## config.mk

```make
export PLATFORM = sky130hd
export DESIGN_NAME = popcount_pattern_gen
export DESIGN_NICKNAME = d
export VERILOG_FILES = /design/src/rtl/popcount_pattern_gen.sv
export SDC_FILE = /design/constraint.sdc
export NUM_CORES = 1
export LEC_CHECK = 0
export CORE_MARGIN = 2
export CORE_UTILIZATION = 54
export DETAILED_ROUTE_END_ITERATION = 10
export PLACE_DENSITY = 0.91
export REMOVE_ABC_BUFFERS = 1
export SKIP_CTS_REPAIR_TIMING = 1
export SYNTH_ARGS = -nofsm -noshare
export SYNTH_HDL_FRONTEND = slang
export SYNTH_SLANG_ARGS = --single-unit
```

## constraint.sdc

```tcl
create_clock -name clk -period 2.6 [get_ports clk]
set_input_delay 0.52 -clock clk [delete_from_list [all_inputs] [get_ports clk]]
set_output_delay 0.52 -clock clk [all_outputs]
set_load 0.02 [all_outputs]
```

## src/rtl/popcount_pattern_gen.sv

```systemverilog
// Purpose: emits every WIDTH-bit word with popcount k, ascending, as a valid/ready stream.
// Latency: first beat valid one cycle after an accepted start; one beat per cycle after that.
// Backpressure: beat held stable while out_ready is low; abort cancels the stream at once.
module popcount_pattern_gen #(
    parameter int WIDTH = 8,
    parameter int CNT_W = 5,
    parameter int IDX_W = 16
) (
    input  logic             clk,
    input  logic             rst_n,
    input  logic             start,
    input  logic [CNT_W-1:0] k,
    input  logic             abort,
    output logic             out_valid,
    input  logic             out_ready,
    output logic [WIDTH-1:0] out_data,
    output logic [IDX_W-1:0] out_idx,
    output logic             out_last,
    output logic             busy,
    output logic             done,
    output logic             err
);

    // One extra bit so the carry out of x + c survives into the Gosper step.
    localparam int XW   = WIDTH + 1;
    localparam int SH_W = $clog2(XW);
    localparam logic [WIDTH-1:0] ONES = '1;

    typedef enum logic {
        ST_IDLE = 1'b0,
        ST_EMIT = 1'b1
    } state_t;

    state_t           r_state;
    logic [CNT_W-1:0] r_k;
    logic             r_valid;
    logic [WIDTH-1:0] r_data;
    logic [IDX_W-1:0] r_idx;
    logic             r_last;
    logic             r_busy;
    logic             r_done;
    logic             r_err;

    // Start-side values: first pattern is the k lowest bits set, final is the k highest.
    logic [XW-1:0]    w_first_full;
    logic [WIDTH-1:0] w_first;
    logic [WIDTH-1:0] w_top_in;
    logic             w_first_last;
    logic             w_k_bad;

    assign w_first_full = (XW'(1) << k) - XW'(1);
    assign w_first      = w_first_full[WIDTH-1:0];
    assign w_top_in     = ~(ONES >> k);
    assign w_first_last = (w_first == w_top_in);
    assign w_k_bad      = (k > CNT_W'(WIDTH));

    // Gosper's next-same-popcount step on the current pattern.
    logic [XW-1:0]    w_x;
    logic [XW-1:0]    w_c;
    logic [XW-1:0]    w_r;
    logic [XW-1:0]    w_nx_full;
    logic [SH_W-1:0]  w_ctz;
    logic [WIDTH-1:0] w_next;
    logic [WIDTH-1:0] w_top;
    logic             w_next_last;
    logic             w_hs;

    assign w_x = {1'b0, r_data};
    // Isolate the lowest set bit: x & -x.
    assign w_c = w_x & (~w_x + XW'(1));
    assign w_r = w_x + w_c;

    // Priority encoder giving the bit position of the one-hot lowest set bit; replaces a divide by c.
    always_comb begin
        w_ctz = '0;
        for (int i = XW - 1; i >= 0; i--) begin
            if (w_c[i]) begin
                w_ctz = SH_W'(i);
            end
        end
    end

    assign w_nx_full   = (((w_r ^ w_x) >> 2) >> w_ctz) | w_r;
    assign w_next      = w_nx_full[WIDTH-1:0];
    assign w_top       = ~(ONES >> r_k);
    assign w_next_last = (w_next == w_top);
    assign w_hs        = r_valid & out_ready;

    // Carry bits above WIDTH are intentionally discarded by truncation.
    logic w_unused;
    assign w_unused = &{1'b0, w_nx_full[WIDTH], w_first_full[WIDTH]};

    // Control FSM with all outputs registered; abort outranks both start and handshake.
    always_ff @(posedge clk or negedge rst_n) begin
        if (!rst_n) begin
            r_state <= ST_IDLE;
            r_k     <= '0;
            r_valid <= 1'b0;
            r_data  <= '0;
            r_idx   <= '0;
            r_last  <= 1'b0;
            r_busy  <= 1'b0;
            r_done  <= 1'b0;
            r_err   <= 1'b0;
        end else begin
            r_done <= 1'b0;
            r_err  <= 1'b0;
            case (r_state)
                ST_IDLE: begin
                    if (start && !abort) begin
                        if (w_k_bad) begin
                            r_err <= 1'b1;
                        end else begin
                            r_k     <= k;
                            r_data  <= w_first;
                            r_idx   <= '0;
                            r_last  <= w_first_last;
                            r_valid <= 1'b1;
                            r_busy  <= 1'b1;
                            r_state <= ST_EMIT;
                        end
                    end
                end
                ST_EMIT: begin
                    if (abort) begin
                        r_valid <= 1'b0;
                        r_busy  <= 1'b0;
                        r_state <= ST_IDLE;
                    end else if (w_hs) begin
                        if (r_last) begin
                            r_valid <= 1'b0;
                            r_busy  <= 1'b0;
                            r_done  <= 1'b1;
                            r_state <= ST_IDLE;
                        end else begin
                            r_data <= w_next;
                            r_idx  <= r_idx + IDX_W'(1);
                            r_last <= w_next_last;
                        end
                    end
                end
                default: begin
                    r_valid <= 1'b0;
                    r_busy  <= 1'b0;
                    r_state <= ST_IDLE;
                end
            endcase
        end
    end

    assign out_valid = r_valid;
    assign out_data  = r_data;
    assign out_idx   = r_idx;
    assign out_last  = r_last;
    assign busy      = r_busy;
    assign done      = r_done;
    assign err       = r_err;

endmodule

```

# Word-level counts from Yosys, hierarchy flattened
# Index checks and enable logic that the tools add are counted.
classes:
  add_sub_neg: 4
  magnitude_cmp: 1
  n_eq_ne: 9
  shifts: 4
  muxes: 46
  bitwise_logic: 9
  n_reduce_logical: 6
op_table:
  columns: ["cell", "n"]
  rows:
  - ["16-bit 2-to-1 mux", 5]
  - ["8-bit 2-to-1 mux", 5]
  - ["4-bit 2-to-1 mux", 9]
  - ["16-bit case mux with 2 select lines", 1]
  - ["1-bit 2-to-1 mux", 22]
  - ["16-bit by 1-bit adder with 16-bit output (second input constant)", 1]
  - ["8-bit == test", 2]
  - ["8-bit NOT", 2]
  - ["8-bit case mux with 2 select lines", 1]
  - ["8-bit by 5-bit right shift with 8-bit output (first input constant)", 2]
  - ["8-bit by 9-bit adder with 9-bit output", 1]
  - ["9-bit by 1-bit adder with 9-bit output (second input constant)", 1]
  - ["8-bit by 9-bit AND with 9-bit output", 1]
  - ["8-bit NOT with 9-bit output", 1]
  - ["9-bit by 8-bit XOR with 9-bit output", 1]
  - ["2-bit != test (second input constant)", 4]
  - ["8-bit bitwise OR", 1]
  - ["4-bit AND reduction", 2]
  - ["1-bit by 5-bit << shifter with 8-bit output (first input constant)", 1]
  - ["7-bit by 4-bit right shift with 8-bit output", 1]
  - ["8-bit by 2-bit subtractor with 8-bit output (second input constant)", 1]
  - ["3-bit by 2-bit != test with 1-bit output (second input constant)", 2]
  - ["1-bit case mux with 2 select lines", 3]
  - ["5-bit by 4-bit > comparator with 1-bit output (second input constant)", 1]
  - ["other kinds (7)", 8]
totals:
  regBits: 34
  input_bits: 10
  word_cells: 87

# Depth between registers and ports, before layout
# Gate-level depths: netlist of run 1.
logic_depth:
  word_depth: 19
  depth_mapped: 11
  mapped_depth_nobuf: 9

# Worst setup path after synthesis of run 1
# OpenSTA, ideal clock, no wires.
synth_path:
  path_kind: "input port to flip-flop"
  from: "input port k[3]"
  to: "register r_data[4] (netlist: out_data[4])"
  setup_time_ns: 0.065
  arrival_time_ns: 2.386
  slack_ns: 0.149
  cell_stages: 11
  path_buffers: 2
  cell_sequence: "or2_2 > clkbuf_1 > nor4_1 > inv_1 > ha_1 > clkbuf_1 > nor4_1 > a21o_1 > a221oi_1 > a211oi_1 > a21o_1"
synth_between:
  elab_chain_len: 5
  word_cells_on_any_way: 8
  classes_between: "add/sub: 1; order compare: 1; eq/ne: 1; shift: 1; mux: 3; reduce/logical: 1"
synth_lines:
  columns: ["element", "line", "rtl"]
  rows:
  - ["start: declaration", "12", "input logic [CNT_W-1:0] k,"]
  - ["1-bit by 5-bit << shifter with 8-bit output", "51", "assign w_first_full = (XW'(1) << k) - XW'(1);"]
  - ["8-bit by 2-bit subtractor with 8-bit output", "51", null]
  - ["8-bit 2-to-1 mux", "111", "if (w_k_bad) begin"]
  - ["8-bit 2-to-1 mux", "110", "if (start && !abort) begin"]
  - ["8-bit case mux with 2 select lines", "108", "case (r_state)"]
  - ["end signal: assignment", "115", "r_data <= w_first;"]
  - ["end signal: assignment", "136", "r_data <= w_next;"]
  - ["end: declaration", "37", "logic [WIDTH-1:0] r_data;"]
# Parallel ways exist; a longest one is shown, timed or not. The select of a mux whose other input is x is not followed.
# A chain may end at the register's enable or synchronous reset.

# Final worst setup path of run 1
layout_path:
  from: "register r_data[3] (netlist: out_data[3])"
  to: "register r_last (netlist: out_last)"
layout_between:
  elab_chain_len: 19
  word_cells_on_any_way: 21
  classes_between: "add/sub: 2; eq/ne: 1; shift: 1; mux: 13; bitwise: 4"
layout_lines:
  columns: ["element", "line", "rtl"]
  rows:
  - ["8-bit NOT with 9-bit output", "70", "assign w_c = w_x & (~w_x + XW'(1));"]
  - ["9-bit by 1-bit adder with 9-bit output", "70", null]
  - ["8-bit by 9-bit AND with 9-bit output", "70", null]
  - ["4-bit 2-to-1 mux (9 in series)", "77", "if (w_c[i]) begin"]
  - ["7-bit by 4-bit right shift with 8-bit output", "83", "assign w_nx_full = (((w_r ^ w_x) >> 2) >> w_ctz) | w_r;"]
  - ["8-bit bitwise OR *", "83", null]
  - ["8-bit == test *", "86", "assign w_next_last = (w_next == w_top);"]
  - ["1-bit 2-to-1 mux *", "130", "if (r_last) begin"]
  - ["1-bit 2-to-1 mux *", "129", "end else if (w_hs) begin"]
  - ["1-bit 2-to-1 mux *", "125", "if (abort) begin"]
  - ["1-bit case mux with 2 select lines *", "108", null]
  - ["end signal: assignment", "117", "r_last <= w_first_last;"]
  - ["end signal: assignment", "138", "r_last <= w_next_last;"]
  - ["end: declaration", "39", "logic r_last;"]
# Mark *: on every way between the ends. The rest lies on a longest branch, timed or not. The select of a mux whose other input is x is not followed.

==> results of run 1 <==
==> sequential cells by signal, indices dropped and copies added (netlist names) <==
| name | flops |
|---|---|
| r_state | 1 |
| out_idx | 16 |
| err | 1 |
| busy | 1 |
| r_k | 5 |
| out_data | 8 |
| out_last | 1 |
| done | 1 |
==> stage by stage <==
| stage | power (mW) | cell area [sq um] | TNS [ns] | hold slack (ns) | setup WS (ns) |
|---|---|---|---|---|---|
| floorplan | 1.29 | 2360 | -0.257 | 0.224 | -0.114 |
| global placement | 1.64 | 3040 | -0.0172 | 0.502 | -0.00884 |
| detailed placement | 1.66 | 3040 | -0.161 | 0.513 | -0.0933 |
| CTS | 2.17 | 3150 | -0.0837 | 0.531 | -0.0837 |
| global route | 2.37 | 3270 | -0.139 | 0.571 | -0.137 |
| finish | 2.25 | 3270 | -0.0171 | 0.529 | -0.0171 |
==> power by group through the flow <==
stage	sequential [mW]	combinational, mW	clock [mW]
floorplan	0.790	0.500	0
global placement	0.706	0.933	0
detailed placement	0.709	0.954	0
CTS	0.699	0.963	0.505
global route	0.720	1.12	0.531
finish	0.709	1.05	0.496
==> worst paths after layout <==
kind                       cells past startpoint                       to
setup / recovery                              10     out_last$_DFFE_PN0P_
hold / removal                                 1       r_k[4]$_DFFE_PN0P_
setup reg to reg                              10     out_last$_DFFE_PN0P_
hold reg to reg                                1       r_k[4]$_DFFE_PN0P_
max in group asynchronous                      2  out_data[0]$_DFFE_PN0P_
min in group asynchronous                      2  out_data[7]$_DFFE_PN0P_
==> per-layer routing <==
layer,vias up,global-route usage,part of all wire
li1,1178,-,-
met1,1188,0.321,0.40
met2,119,0.449,0.50
met3,22,0.0408,0.056
met4,0,0.124,0.037
met5,-,0,0
==> cell type report <==
class                      instances  area share
clock buffer                       6      0.0253
clock inverter                     1     0.00920
tap                               52      0.0199
sequential                        34       0.262
multi-input combinational        236       0.472
timing repair buffer              77       0.206
inverter                           4     0.00460
==> kinds of logic after synthesis <==
family | count (synthesis) | share of synthesized area
AO/OA/AOI/OAI | 69 | 0.202
multiplexers | 15 | 0.0650
flip-flops | 34 | 0.348
AND/OR/NAND/NOR | 134 | 0.277
adder cells (fa/ha/maj) | 2 | 0.0102
buffers and inverters | 22 | 0.0404
XOR/XNOR | 16 | 0.0573
==> cell usage in the layout, fill, tap and decap left out, types with 4 or more instances in the layout <==
cell type and instances:
a21oi_1 14, and3_1 4, buf_4 39, clkbuf_8 6
clkdlybuf4s50_1 38, dfrtp_1 29, dfrtp_2 5, mux2_2 6
mux2i_1 7, nand2_1 27, nand2b_1 8, nand3_1 11
nand4_1 9, nor2_1 43, nor3_1 4, o21ai_0 16
xor2_1 13
==> results.py, run 1 <==
metrics = {
    "run_status": {
        "status": "complete, but fails checks",
        "violations": "setup timing",
    },
    "grt": {
        "antenna_found_initial": 0,
        "track_usage": 0.261,
        "grt-ovfl-total": 0,
        "grt_pass1_vias": 2324,
        "grt_pass1_wl_microns": 10500,
        "grt_max_degree": 35,
    },
    "timing": {
        "timing.slew.headroom": 0.554,
        "layout_setup_ws_ns": -0.0171,
        "tightestPinTransition_ns": 0.667,
        "period_share": 1.01,
        "fin_skew_ns": 0.00787,
        "min_period_ns": 2.62,
        "setup-violations-final": 1,
        "fmax_mhz": 382,
        "drv_slew": 0,
        "finalHoldViolCount": 0,
    },
    "detailed_routing": {
        "antenna_left": 0,
        "drt_iter0_markers": 148,
        "first_pass_iters": 5,
        "drc": 0,
        "viasPerCell": 6.11,
        "wire_per_inst_microns": 16.1,
        "vias": 2507,
        "routed_wl_microns": 6590,
    },
    "worst_setup_path": {
        "cp-startpoint": "out_data[3]$_DFFE_PN0P_",
        "r2r_setup_slack_ns": -0.02,
        "cp_top_family": "compound AO/OA/AOI/OAI gates",
        "cp-end-kind": "register",
        "path_max_fanout": 7,
        "worstPathRequired_ns": 2.78,
        "cp_slowest_cell": "dfrtp_2",
        "arrival_ns": 2.80,
        "critical_path_class": "register to register",
        "reg2reg_from": "out_data[3]$_DFFE_PN0P_",
        "max_stage_delay_ns": 0.47,
        "start_kind": "register",
        "cp_num_buf_inv": 1,
        "crit_chain": "nor4_4 -> buf_4 -> nand3_1 -> o22ai_2 -> a21oi_1 -> mux2i_1 -> a21oi_1 -> a2111oi_1 -> a31oi_1 -> o41ai_2",
        "critPathMostFrequentCell": "a21oi_1",
    },
    "synth": {
        "synth_flop_cell": "dfrtp_1",
        "synthCells": 292,
        "syn_area_per_cell_sq_um": 8.37,
        "synth_edf_count": 0,
        "synth_top_area_frac": 0.348,
        "async_flop_share": 1.00,
        "ys_warn_count": 0,
        "synth-seq-area-share": 0.348,
        "synth_common_cells": "nor2_1, dfrtp_1, nand2_1",
        "synth_area_sq_um": 2440,
        "yosysTopAreaCell": "dfrtp_1",
        "yosysMostFrequentCell": "nor2_1",
        "ys_ff_latch": 34,
        "synth_cell_types": 61,
        "synth_area_leaders": "dfrtp_1, nor2_1, xor2_1",
    },
    "clock_tree": {
        "cts_tree": "yes",
        "clk_pin_slew_worst_paths_ns": 0.07,
        "numCtsBuffers": 5,
        "cts_sinks": 34,
        "root_buffer": "clkbuf_8",
        "clock_path_buffers": 2,
        "h-tree-depth": 2,
        "clk_latency_ns": 0.30,
    },
    "final_layout": {
        "nNetsFinal": 370,
        "num-fill-cells": 292,
        "multiInputGateArea_sq_um": 1540,
        "area_growth_pct": 33.6,
        "fin_cells": 410,
        "drive_above_1_share": 0.235,
        "diodes": 0,
        "regArea_sq_um": 857,
        "final_util": 0.750,
    },
    "placement": {
        "portBuffers": 38,
        "dp.cells": 395,
        "globalplace.congestion": 0.880,
        "place_hpwl_microns": 4520,
    },
    "pwr": {
        "p_leak_nw": 1.39,
        "combPwrFrac": 0.465,
        "ir_drop_mv": 0.459,
        "p_switching_mw": 0.861,
        "power_density_nw_per_um2": 690,
        "p_int_mw": 1.39,
        "p_clk_frac": 0.220,
        "power_frac_seq": 0.315,
        "power.share.switching": 0.382,
    },
    "floorplan": {
        "top_level_ports": 39,
        "core_area_sq_um": 4350,
        "die_h_microns": 71.3,
        "die-area_sq_um": 5080,
        "die_x_microns": 71.3,
        "rows": 24,
        "initial_core_util": 0.561,
    },
    "worst_hold_path": {
        "hp-start": "r_k[4]$_DFFE_PN0P_",
        "hold_path.class": "register to register",
    },
    "flow_run": {
        "drv_cap": 0,
    },
}
No activity file was read; power rests on OpenSTA's default activity.
==> inputs of run 2 (changes only) <==
--- a/config.mk
+++ b/config.mk
@@ -6,9 +6,9 @@
 export NUM_CORES = 1
 export LEC_CHECK = 0
 export CORE_MARGIN = 2
-export CORE_UTILIZATION = 54
+export CORE_UTILIZATION = 36
 export DETAILED_ROUTE_END_ITERATION = 10
-export PLACE_DENSITY = 0.91
+export PLACE_DENSITY = 0.68
 export REMOVE_ABC_BUFFERS = 1
 export SKIP_CTS_REPAIR_TIMING = 1
 export SYNTH_ARGS = -nofsm -noshare
==> results.py, run 2 (synthesized netlist as in run 1, its figures left out) <==
metrics = {
    "grt": {
        "grt_pass1_vias": 2157,
        "track_usage": 0.171,
        "grt-ovfl-total": 0,
        "antenna_found_initial": 0,
        "grt_max_degree": 35,
        "grt_pass1_wl_microns": 10300,
    },
    "floorplan": {
        "rows": 30,
        "core_area_sq_um": 6680,
        "die_x_microns": 86.4,
        "die-area_sq_um": 7470,
        "initial_core_util": 0.366,
        "top_level_ports": 39,
        "die_h_microns": 86.4,
    },
    "worst_setup_path": {
        "cp_slowest_cell": "dfrtp_2",
        "r2r-end": "out_last$_DFFE_PN0P_",
        "path_max_fanout": 7,
        "r2r_cells": 10,
        "critical_path_class": "register to register",
        "crit_chain": "nor4_4 -> buf_4 -> nand3_4 -> o22ai_4 -> a21oi_1 -> mux2i_1 -> a21oi_1 -> a2111oi_1 -> a31oi_2 -> o41ai_2",
        "crit_path_end": "out_last$_DFFE_PN0P_",
        "r2r_setup_slack_ns": 0.05,
        "cp-startpoint": "out_data[0]$_DFFE_PN0P_",
        "worstPathRequired_ns": 2.78,
        "cp-end-kind": "register",
        "max_stage_delay_ns": 0.47,
        "start_kind": "register",
        "arrival_ns": 2.74,
        "critPathMostFrequentCell": "a21oi_1",
        "reg2reg_from": "out_data[0]$_DFFE_PN0P_",
    },
    "pwr": {
        "power_density_nw_per_um2": 655,
        "ir_drop_mv": 0.371,
        "p_leak_nw": 1.42,
    },
    "detailed_routing": {
        "wire_per_inst_microns": 14.1,
        "first_pass_iters": 5,
        "viasPerCell": 5.44,
        "vias": 2431,
        "drt_iter0_markers": 114,
        "antenna_left": 0,
        "routed_wl_microns": 6280,
        "drc": 0,
    },
    "placement": {
        "dp.cells": 431,
        "place_hpwl_microns": 4600,
        "portBuffers": 38,
        "pre_cts_ws_ns": -0.0956,
        "place_area_sq_um": 3130,
        "globalplace.congestion": 0.879,
    },
    "clock_tree": {
        "clk_latency_ns": 0.29,
        "cts_tree": "yes",
        "cts_sinks": 34,
        "root_buffer": "clkbuf_8",
        "clock_path_buffers": 2,
        "h-tree-depth": 2,
        "clk_pin_slew_worst_paths_ns": 0.07,
        "numCtsBuffers": 5,
    },
    "run_status": {
        "status": "complete, no violations",
    },
    "final_layout": {
        "largest_reg_flops": 16,
        "layout_commonest_cell": "buf_4",
        "nNetsFinal": 378,
        "area_growth_pct": 37.9,
        "drive_above_1_share": 0.256,
        "diodes": 0,
        "post-route-cell-area_sq_um": 3370,
        "layout_common_cells": "buf_4, nor2_1, clkdlybuf4s50_1, dfrtp_1, nand2_1",
        "fin_cells": 447,
    },
    "timing": {
        "rsz0062_at_grt": "true",
        "layout_setup_ws_ns": 0.0489,
        "min_period_ns": 2.55,
        "period_share": 0.981,
        "fmax_mhz": 392,
        "tightestPinTransition_ns": 0.556,
        "timing.slew.headroom": 0.628,
        "setup-violations-final": 0,
        "tns_ns": 0,
        "finalHoldViolCount": 0,
        "drv_slew": 0,
        "fin_skew_ns": 0.00454,
    },
    "worst_hold_path": {
        "hold_depth": 2,
        "hold_path.class": "register to register",
    },
    "flow_run": {
        "drv_cap": 0,
    },
}
## run 2: changes by cell type in the layout (fill, tap and decap cells not counted), sizes merged
cell	previous run	this run
buf	39	47
bufinv	1	0
clkinv	0	1
clkinvlp	0	1
## run 2: where the power goes
group / internal [mW] / leakage, nW / switching (mW)
clock: 0.213 / 0.0472 / 0.198
combinational: 0.530 / 0.939 / 0.565
sequential: 0.594 / 0.434 / 0.108
total: 1.34 / 1.42 / 0.870
## run 2: how the worst min path moves through the flow
stage / from / end / slack, ns
floorplan: rst_n / busy$_DFFE_PN0P_ / 0.22
global placement: r_k[4]$_DFFE_PN0P_ / r_k[4]$_DFFE_PN0P_ / 0.51
detailed placement: out_idx[15]$_DFFE_PN0P_ / out_idx[15]$_DFFE_PN0P_ / 0.54
CTS: out_idx[15]$_DFFE_PN0P_ / out_idx[15]$_DFFE_PN0P_ / 0.55
global route: out_idx[15]$_DFFE_PN0P_ / out_idx[15]$_DFFE_PN0P_ / 0.57
finish: out_idx[15]$_DFFE_PN0P_ / out_idx[15]$_DFFE_PN0P_ / 0.55
## run 2: layer usage
metal	wire, microns	up-vias	part of all wire	GRT usage
li1	-	1193	-	-
met1	2990	1173	0.48	0.238
met2	2980	56	0.47	0.278
met3	218	9	0.035	0.0267
met4	93	0	0.015	0.0469
met5	0	-	0	0
## run 2: metrics by stage
stage                     hold WS (ns)  power [mW]  utilization
after CTS                        0.553        2.12        0.483
after global placement           0.507        1.69        0.469
final                            0.551        2.21        0.505
after global routing             0.567        2.35        0.505
after detailed placement         0.536        1.70        0.469
after floorplan                  0.224        1.29            -
## run 2: critical path, delay by kind of cell (launching register included)
| kind | cells | cell delay [ns] |
|---|---|---|
| compound gates | 6 | 1.28 |
| mux | 1 | 0.13 |
| flops | 1 | 0.47 |
| simple gates | 2 | 0.38 |
| buf+inv | 1 | 0.19 |
## run 2: layout make-up
class,count,area (sq um)
clock buffer,6,82.6
clock inverter,2,12.5
fill,633,3310
inverter,4,15.0
multi-input combinational,236,1560
sequential,34,856
tap,80,100
timing repair buffer,85,746
==> inputs of run 3 (changes only) <==
--- a/config.mk
+++ b/config.mk
@@ -8,7 +8,8 @@
 export CORE_MARGIN = 2
 export CORE_UTILIZATION = 36
 export DETAILED_ROUTE_END_ITERATION = 10
-export PLACE_DENSITY = 0.68
+export DONT_BUFFER_PORTS = 1
+export PLACE_DENSITY = 0.61
 export REMOVE_ABC_BUFFERS = 1
 export SKIP_CTS_REPAIR_TIMING = 1
 export SYNTH_ARGS = -nofsm -noshare
==> results.py, run 3 (synthesized netlist as in run 1, its figures left out) <==
metrics = {
    "clock_tree": {
        "numCtsBuffers": 5,
        "root_buffer": "clkbuf_8",
        "clk_latency_ns": 0.29,
        "cts_tree": "yes",
        "clk_pin_slew_worst_paths_ns": 0.08,
        "h-tree-depth": 2,
        "cts_sinks": 34,
        "clock_path_buffers": 2,
    },
    "worst_setup_path": {
        "worstPathRequired_ns": 2.79,
        "critical_path_class": "register to register",
        "cp_top_family": "simple AND/OR/NAND/NOR gates",
        "cp_slowest_cell": "dfrtp_2",
        "cp_num_buf_inv": 0,
        "max_stage_delay_ns": 0.46,
        "arrival_ns": 2.70,
        "cp-end-kind": "register",
        "start_kind": "register",
        "path_max_fanout": 7,
        "crit_chain": "nor4_4 -> nand3b_1 -> o21ai_2 -> mux2i_2 -> o21ai_0 -> a31oi_2 -> and4b_1 -> a211oi_2 -> o41ai_2",
    },
    "timing": {
        "finalHoldViolCount": 0,
        "period_share": 0.963,
        "fmax_mhz": 399,
        "tightestPinTransition_ns": 0.666,
        "setup-violations-final": 0,
        "min_period_ns": 2.50,
        "drv_slew": 0,
        "whs_ns": 0.0508,
        "fin_skew_ns": 0.00700,
        "layout_setup_ws_ns": 0.0967,
        "timing.slew.headroom": 0.551,
    },
    "floorplan": {
        "core_area_sq_um": 6680,
        "initial_core_util": 0.366,
        "die-area_sq_um": 7470,
        "rows": 30,
        "die_h_microns": 86.4,
        "die_x_microns": 86.4,
        "top_level_ports": 39,
    },
    "grt": {
        "track_usage": 0.169,
        "antenna_found_initial": 0,
        "grt_pass1_vias": 2066,
        "grt_max_degree": 35,
        "grt_pass1_wl_microns": 10100,
        "grt-ovfl-total": 0,
    },
    "pwr": {
        "p_switching_mw": 0.867,
        "power.share.switching": 0.385,
        "power_density_nw_per_um2": 776,
        "power.total_mw": 2.25,
        "p_leak_nw": 1.22,
        "power_frac_seq": 0.314,
        "p_clk_frac": 0.264,
        "p_int_mw": 1.39,
        "combPwrFrac": 0.422,
        "ir_drop_mv": 0.485,
    },
    "detailed_routing": {
        "viasPerCell": 5.55,
        "met1_length_microns": 2980,
        "drt_iter0_markers": 131,
        "vias": 2182,
        "routed_wl_microns": 6190,
        "wl_met3_microns": 291,
        "highest_layer": "met4",
        "antenna_left": 0,
        "drc": 0,
        "first_pass_iters": 7,
        "wire_per_inst_microns": 15.8,
        "route.met2.wl_microns": 2860,
    },
    "placement": {
        "place_hpwl_microns": 4620,
        "globalplace.congestion": 0.958,
        "place_area_sq_um": 2660,
        "portBuffers": 0,
        "pre_cts_ws_ns": 0.0694,
    },
    "final_layout": {
        "layout_commonest_cell": "nor2_1",
        "largest_reg_flops": 16,
        "area_growth_pct": 18.7,
        "diodes": 0,
        "layout_common_cells": "nor2_1, buf_4, dfrtp_1, nand2_1, o21ai_0",
        "post-route-cell-area_sq_um": 2900,
        "nNetsFinal": 324,
        "drive_above_1_share": 0.249,
        "final_util": 0.434,
    },
    "worst_hold_path": {
        "hold_path.class": "primary input to asynchronous set/reset pin",
    },
    "flow_run": {
        "drv_cap": 0,
    },
    "run_status": {
        "status": "complete, no violations",
    },
}
==> run 3: layout make-up <==
type | instances | area, sq um
clock buffers | 5 | 68.8
clock inverters | 3 | 68.8
fillers | 655 | 3780
inverters | 4 | 15.0
multi-input cells | 236 | 1550
flip-flops and latches | 34 | 857
well taps | 80 | 100
repair buffers | 31 | 245
==> run 3: worst paths after layout <==
kind                                      endpoint               startpoint  cells past startpoint  slack (ns)
min in group clk                     err$_DFF_PN0_                     k[4]                      2        0.37
setup reg to reg              out_last$_DFFE_PN0P_  out_data[0]$_DFFE_PN0P_                      9         0.1
hold / removal             out_idx[14]$_DFFE_PN0P_                    rst_n                      1        0.05
hold reg to reg                 r_k[3]$_DFFE_PN0P_       r_k[3]$_DFFE_PN0P_                      1        0.54
setup / recovery              out_last$_DFFE_PN0P_  out_data[0]$_DFFE_PN0P_                      9         0.1
max in group asynchronous  out_data[3]$_DFFE_PN0P_                    rst_n                      1        2.35
==> run 3: worst reg2reg max path, delay by kind of cell (launching register included) <==
kind             cells  cell delay, ns
AND/OR/NAND/NOR      3            0.91
multiplexers         1            0.14
AO/OA/AOI/OAI        5            0.89
flip-flops           1            0.46
==> run 3: power groups by stage <==
stage,sequential (mW),clock (mW),combinational [mW]
floorplan,0.790,0,0.500
global placement,0.706,0,0.851
detailed placement,0.711,0,0.863
CTS,0.700,0.608,0.867
global route,0.720,0.630,1.04
finish,0.708,0.594,0.950
==> run 3: metal layers <==
| metal | GRT usage | vias to the layer above |
|---|---|---|
| met2 | 0.267 | 51 |
| met5 | 0 | - |
| met4 | 0.0341 | 0 |
| met1 | 0.245 | 1038 |
| met3 | 0.0305 | 6 |
| li1 | - | 1087 |
==> run 3: stage by stage <==
step	instances	TNS, ns
2_1_floorplan	274	-0.257
3_3_place_gp	380	0
3_5_place_dp	380	0
4_1_cts	388	0
5_1_grt	393	-0.0339
6_report	393	0
